[src/rtl/lsu_pkg.sv]
// Shared encodings for the load/store unit: access sizes, extension option codes
// handed to the load-extension splitter, and the transaction FSM states.
package lsu_pkg;

  localparam logic [1:0] SIZE_BYTE = 2'b00;
  localparam logic [1:0] SIZE_HALF = 2'b01;
  localparam logic [1:0] SIZE_WORD = 2'b10;
  localparam logic [1:0] SIZE_RSVD = 2'b11;

  localparam logic [2:0] OPT_WORD   = 3'b000;
  localparam logic [2:0] OPT_HALF_S = 3'b001;
  localparam logic [2:0] OPT_HALF_U = 3'b010;
  localparam logic [2:0] OPT_BYTE_S = 3'b011;
  localparam logic [2:0] OPT_BYTE_U = 3'b100;

  typedef enum logic [1:0] {S_IDLE, S_ADDR, S_WAIT, S_RESP} lsu_state_e;

  // Word (and the reserved size) carry no extension, so unsigned is ignored there.
  function automatic logic [2:0] resp_opt(input logic [1:0] size, input logic uns);
    case (size)
      SIZE_BYTE: return uns ? OPT_BYTE_U : OPT_BYTE_S;
      SIZE_HALF: return uns ? OPT_HALF_U : OPT_HALF_S;
      default:   return OPT_WORD;
    endcase
  endfunction

endpackage

[src/rtl/lsu_align.sv]
// Lane alignment for the load/store unit: byte enables, replicated store data
// and read shift amount, with misaligned offsets masked down to the natural boundary.
module lsu_align
  import lsu_pkg::*;
(
  input  logic [1:0]  size_i,
  input  logic [1:0]  off_i,
  input  logic [31:0] wdata_i,
  output logic        misalign_o,
  output logic [3:0]  be_o,
  output logic [31:0] wdata_o,
  output logic [4:0]  shamt_o
);

  logic [1:0] off_eff;

  always_comb begin
    off_eff    = off_i;
    misalign_o = 1'b0;
    be_o       = 4'b1111;
    wdata_o    = wdata_i;
    case (size_i)
      SIZE_BYTE: begin
        be_o    = 4'b0001 << off_i;
        wdata_o = {4{wdata_i[7:0]}};
      end
      SIZE_HALF: begin
        misalign_o = off_i[0];
        off_eff    = {off_i[1], 1'b0};
        be_o       = 4'b0011 << off_eff;
        wdata_o    = {2{wdata_i[15:0]}};
      end
      SIZE_WORD: begin
        misalign_o = (off_i != 2'b00);
        off_eff    = 2'b00;
      end
      default: begin
        off_eff = 2'b00;
      end
    endcase
    shamt_o = {off_eff, 3'b000};
  end

endmodule

[src/rtl/load_store_unit.sv]
// Memory-stage load/store unit: one request at a time over a valid/ready data bus.
// Define LSU_MISALIGN_TRAP_EN to turn misaligned half/word accesses into error responses.
module load_store_unit
  import lsu_pkg::*;
#(
  parameter int TIMEOUT_CYCLES = 255
) (
  input  logic        clk,
  input  logic        rst_n,
  input  logic        req_valid,
  output logic        req_ready,
  input  logic        req_we,
  input  logic [31:0] req_addr,
  input  logic [31:0] req_wdata,
  input  logic [1:0]  req_size,
  input  logic        req_unsigned,
  output logic        bus_valid,
  input  logic        bus_ready,
  output logic        bus_we,
  output logic [31:0] bus_addr,
  output logic [3:0]  bus_be,
  output logic [31:0] bus_wdata,
  input  logic        bus_rvalid,
  input  logic [31:0] bus_rdata,
  output logic        resp_valid,
  output logic [31:0] resp_data,
  output logic [2:0]  resp_option,
  output logic        resp_err
);

  localparam int CNT_W = $clog2(TIMEOUT_CYCLES + 1);
  localparam logic [CNT_W-1:0] CNT_LAST = CNT_W'(TIMEOUT_CYCLES - 1);

`ifdef LSU_MISALIGN_TRAP_EN
  localparam bit TRAP_EN = 1'b1;
`else
  localparam bit TRAP_EN = 1'b0;
`endif

  lsu_state_e  state_q;
  logic [CNT_W-1:0] cnt_q;
  logic        req_ready_q, bus_valid_q, resp_valid_q, err_q, we_q;
  logic [31:0] addr_q, wdata_q, rdata_q;
  logic [3:0]  be_q;
  logic [4:0]  shamt_q;
  logic [2:0]  opt_q;

  logic        al_misalign;
  logic [3:0]  al_be;
  logic [31:0] al_wdata;
  logic [4:0]  al_shamt;
  logic        err_d;
  logic        tmo;

  lsu_align u_align (
    .size_i     (req_size),
    .off_i      (req_addr[1:0]),
    .wdata_i    (req_wdata),
    .misalign_o (al_misalign),
    .be_o       (al_be),
    .wdata_o    (al_wdata),
    .shamt_o    (al_shamt)
  );

  assign err_d = (req_size == SIZE_RSVD) || (TRAP_EN && al_misalign);
  assign tmo   = (cnt_q == CNT_LAST);

  always_ff @(posedge clk or negedge rst_n) begin
    if (!rst_n) begin
      state_q      <= S_IDLE;
      cnt_q        <= '0;
      req_ready_q  <= 1'b1;
      bus_valid_q  <= 1'b0;
      resp_valid_q <= 1'b0;
      err_q        <= 1'b0;
      we_q         <= 1'b0;
      addr_q       <= '0;
      wdata_q      <= '0;
      rdata_q      <= '0;
      be_q         <= '0;
      shamt_q      <= '0;
      opt_q        <= '0;
    end else begin
      resp_valid_q <= 1'b0;
      case (state_q)
        S_IDLE: begin
          if (req_valid) begin
            req_ready_q <= 1'b0;
            we_q        <= req_we;
            addr_q      <= {req_addr[31:2], 2'b00};
            be_q        <= req_we ? al_be : 4'b1111;
            wdata_q     <= req_we ? al_wdata : '0;
            shamt_q     <= al_shamt;
            opt_q       <= resp_opt(req_size, req_unsigned);
            rdata_q     <= '0;
            cnt_q       <= '0;
            err_q       <= err_d;
            if (err_d) begin
              state_q      <= S_RESP;
              resp_valid_q <= 1'b1;
            end else begin
              state_q     <= S_ADDR;
              bus_valid_q <= 1'b1;
            end
          end
        end
        S_ADDR: begin
          if (bus_ready) begin
            bus_valid_q <= 1'b0;
            cnt_q       <= '0;
            if (we_q) begin
              state_q      <= S_RESP;
              resp_valid_q <= 1'b1;
            end else begin
              state_q <= S_WAIT;
            end
          end else if (tmo) begin
            bus_valid_q  <= 1'b0;
            err_q        <= 1'b1;
            state_q      <= S_RESP;
            resp_valid_q <= 1'b1;
          end else begin
            cnt_q <= cnt_q + 1'b1;
          end
        end
        S_WAIT: begin
          if (bus_rvalid) begin
            rdata_q      <= bus_rdata >> shamt_q;
            state_q      <= S_RESP;
            resp_valid_q <= 1'b1;
          end else if (tmo) begin
            err_q        <= 1'b1;
            state_q      <= S_RESP;
            resp_valid_q <= 1'b1;
          end else begin
            cnt_q <= cnt_q + 1'b1;
          end
        end
        default: begin
          state_q     <= S_IDLE;
          req_ready_q <= 1'b1;
        end
      endcase
    end
  end

  assign req_ready   = req_ready_q;
  assign bus_valid   = bus_valid_q;
  assign bus_we      = we_q;
  assign bus_addr    = addr_q;
  assign bus_be      = be_q;
  assign bus_wdata   = wdata_q;
  assign resp_valid  = resp_valid_q;
  assign resp_data   = rdata_q;
  assign resp_option = opt_q;
  assign resp_err    = err_q;

endmodule
[config.mk]
export PLATFORM = sky130hd
export DESIGN_NAME = load_store_unit
export DESIGN_NICKNAME = d
export VERILOG_FILES = /design/src/rtl/lsu_pkg.sv /design/src/rtl/lsu_align.sv /design/src/rtl/load_store_unit.sv
export SDC_FILE = /design/constraint.sdc
export NUM_CORES = 1
export LEC_CHECK = 0
export ABC_CLOCK_PERIOD_IN_PS = 1950
export BUFFER_PORTS_ARGS = -buffer_cell sky130_fd_sc_hd__clkbuf_2
export CORE_MARGIN = 4
export CORE_UTILIZATION = 48
export CTS_CLUSTER_DIAMETER = 120
export DETAILED_ROUTE_END_ITERATION = 6
export PLACE_DENSITY = 0.78
export SLEW_MARGIN = 40
export SYNTH_ARGS = -nofsm -noshare
export SYNTH_HDL_FRONTEND = slang
export SYNTH_HIERARCHICAL = 1
export SYNTH_SLANG_ARGS = --single-unit
export TNS_END_PERCENT = 50
[constraint.sdc]
create_clock -name clk -period 1.95 [get_ports clk]
set_input_delay 0 -clock clk [delete_from_list [all_inputs] [get_ports clk]]
set_output_delay 0 -clock clk [all_outputs]
set_load 0.01 [all_outputs]
==> results.cfg <==
[grt]
grt_max_degree = 68
grt-ovfl-total = 0
grt_pass1_vias = 7508
antenna_found_initial = 1
grt_pass1_wl_mm = 39.26
grt.total_usage_pct = 27.99

[critical_path]
crit_arrival_ns = 2.32
cp.depth = 6
setup.worst_path.end_class = flop
slowest_delay_ns = 0.51
path_cells = buf_6 > mux2i_4 > mux4_2 > mux2i_2 > a211oi_1 > a31oi_1
worst-setup-path-type = flop to flop
critPathMaxFanout = 11
r2r_setup_slack_ns = -0.03
cp-endpoint = resp_data[0]
reg2reg_depth = 6
r2r_end = resp_data[0]
slowest_stage = mux4_2
cp_top_family = multiplexers
crit_required_ns = 2.28
startpoint = shamt_q[1]
reg2reg_from = shamt_q[1]
start_kind = flop
crit_buf_inv = 1

[route]
ant_nets = 0
wl_met3_mm = 2.075
detailedRoute.firstIterationViolations = 747
via_per_inst = 5.789
drt-wirelength-per-cell_um = 18.80
drt-total-wl_mm = 24.42
drcViolationCount = 0
vias = 7520
met2WireLength_mm = 12.08
first_pass_iters = 6
met1Wirelength_mm = 9.296
top_layer_used = met4

[logic_synthesis]
synthCells = 827
syn-cell-area_um2 = 7300
synth-warning-count = 6
syn_avg_cell_area_um2 = 8.826

[pwr]
p_per_area_nw_per_um2 = 1507
leakage_nw = 5.082
ir_drop_mv = 0.9917
total_power_mw = 15.17

[timing]
hold_viol = 0
rsz0062_at_grt = true
clock_skew_ns = 0.01136
slew_headroom_pct = 51.23
final.min_clock_period_ns = 1.983
fin_ws_ns = -0.03341
max_freq_mhz = 504.2
worstMarginPinSlew_ns = 0.7316
drv_slew = 0
setup_violations = 1
timing.final.crit_share_pct = 101.7

[floorplanning]
die_y_um = 131.3
die_area_um2 = 17240
core_area_um2 = 14700
num_rows = 44
io_pins = 213
initial_core_util_pct = 49.66
die_x_um = 131.3

[layout]
final_core_util_pct = 68.51
area_growth_pct = 37.97
n_fill_cell = 1096
final_nets = 1218
final_layout_size_suffix_gt1_share_pct = 32.14

[clock_tree]
cts_sinks = 121
cts_tree = yes
htreeDepth = 4
cts_buffers = 17
cts_buffer_depth = 2
ctsRootBufferMaster = clkbuf_16
path_clk_slew_ns = 0.06
clkLatencyLatePin_ns = 0.41

[status]
violations = negative setup slack
outcome = finished, violations left

[placement]
port_buffers = 210
gp_congestion = 0.9382
hpwl_mm = 16.48

[worst_hold_path]
hp-class = primary input to flop

[job]
max_cap_viol_count = 0
## cells in the final DEF (no fill, tap or decap), drive strengths merged, types with 29 or more instances in the layout
master	count
a21oi	39
buf	48
o21ai	45
dfrtp	120
nand3	40
mux2i	43
nor2	40
nand2	224
dlygate4sd3	66
clkbuf	231
mux2	29
## worst min-delay path, delay by kind of cell
| kind | cells | cell delay (ns) |
|---|---|---|
| AOI/OAI and AO/OA | 2 | 0.16 |
| buffers and inverters | 2 | 0.25 |
## routing by layer
layer	track usage, %	up-vias
met2	46.26	409
met1	34.83	3577
met3	7.034	82
met5	0	-
met4	12.78	0
li1	-	3452
## report_power, final
group / internal, mW / leakage [nW] / switching, mW
registers: 3.53 / 1.56 / 0.691
clock network: 2.09 / 0.288 / 1.09
logic: 3.38 / 3.23 / 4.39
## layout make-up
class / count / area [µm²] / share of cell area, %
Timing Repair Buffer: 323 / 2187 / 21.72
Clock inverter: 8 / 120.1 / 1.193
Sequential cell: 121 / 3030 / 30.09
Clock buffer: 22 / 474.2 / 4.709
Inverter: 21 / 78.83 / 0.7827
Antenna cell: 1 / 2.502 / 0.02485
Multi-Input combinational cell: 619 / 3948 / 39.20
Tap cell: 184 / 230.2 / 2.286
## timing repair
action,in CTS,in global routing
hold buffers,66,0
endpoints found under the setup margin,4,21
resized for setup,4,21
buffers inserted,0,0
pin swaps,0,2
hold endpoints to repair,189,0
## how the worst min path moves through the flow
stage / cells after the start / endpoint / from / slack [ns]
after floorplan: 0 / bus_addr[10] / rst_n / -0.30
after global placement: 1 / resp_data[1] / rst_n / -0.03
after detailed placement: 1 / resp_data[6] / rst_n / -0.02
after CTS: 4 / req_ready / req_valid / 0.005
after global routing: 4 / req_ready / req_valid / 0.07
final: 4 / req_ready / req_valid / 0.04
## sequential cells by signal, summed over array words and instances, names as in the netlist
signal       count
state_q          2
bus_be           4
resp_err         1
resp_data       32
bus_addr        30
req_ready        1
shamt_q          5
resp_option      3
bus_we           1
resp_valid       1
bus_valid        1
bus_wdata       32
cnt_q            8
## through the flow
step	hold slack (ns)	setup WS [ns]	area (µm²)	setup TNS, ns	cells
6_report	0.03546	-0.03341	10070	-0.03341	1299
5_1_grt	0.06580	-0.04863	10070	-0.1773	1299
4_1_cts	0.005379	-0.007798	9982	-0.007798	1298
3_5_place_dp	-0.02036	-0.05567	8715	-0.1103	1202
3_3_place_gp	-0.03175	0.03426	8715	0	1202
2_1_floorplan	-0.2956	0.02139	7313	0	830
(Power assumes the default switching activity.)
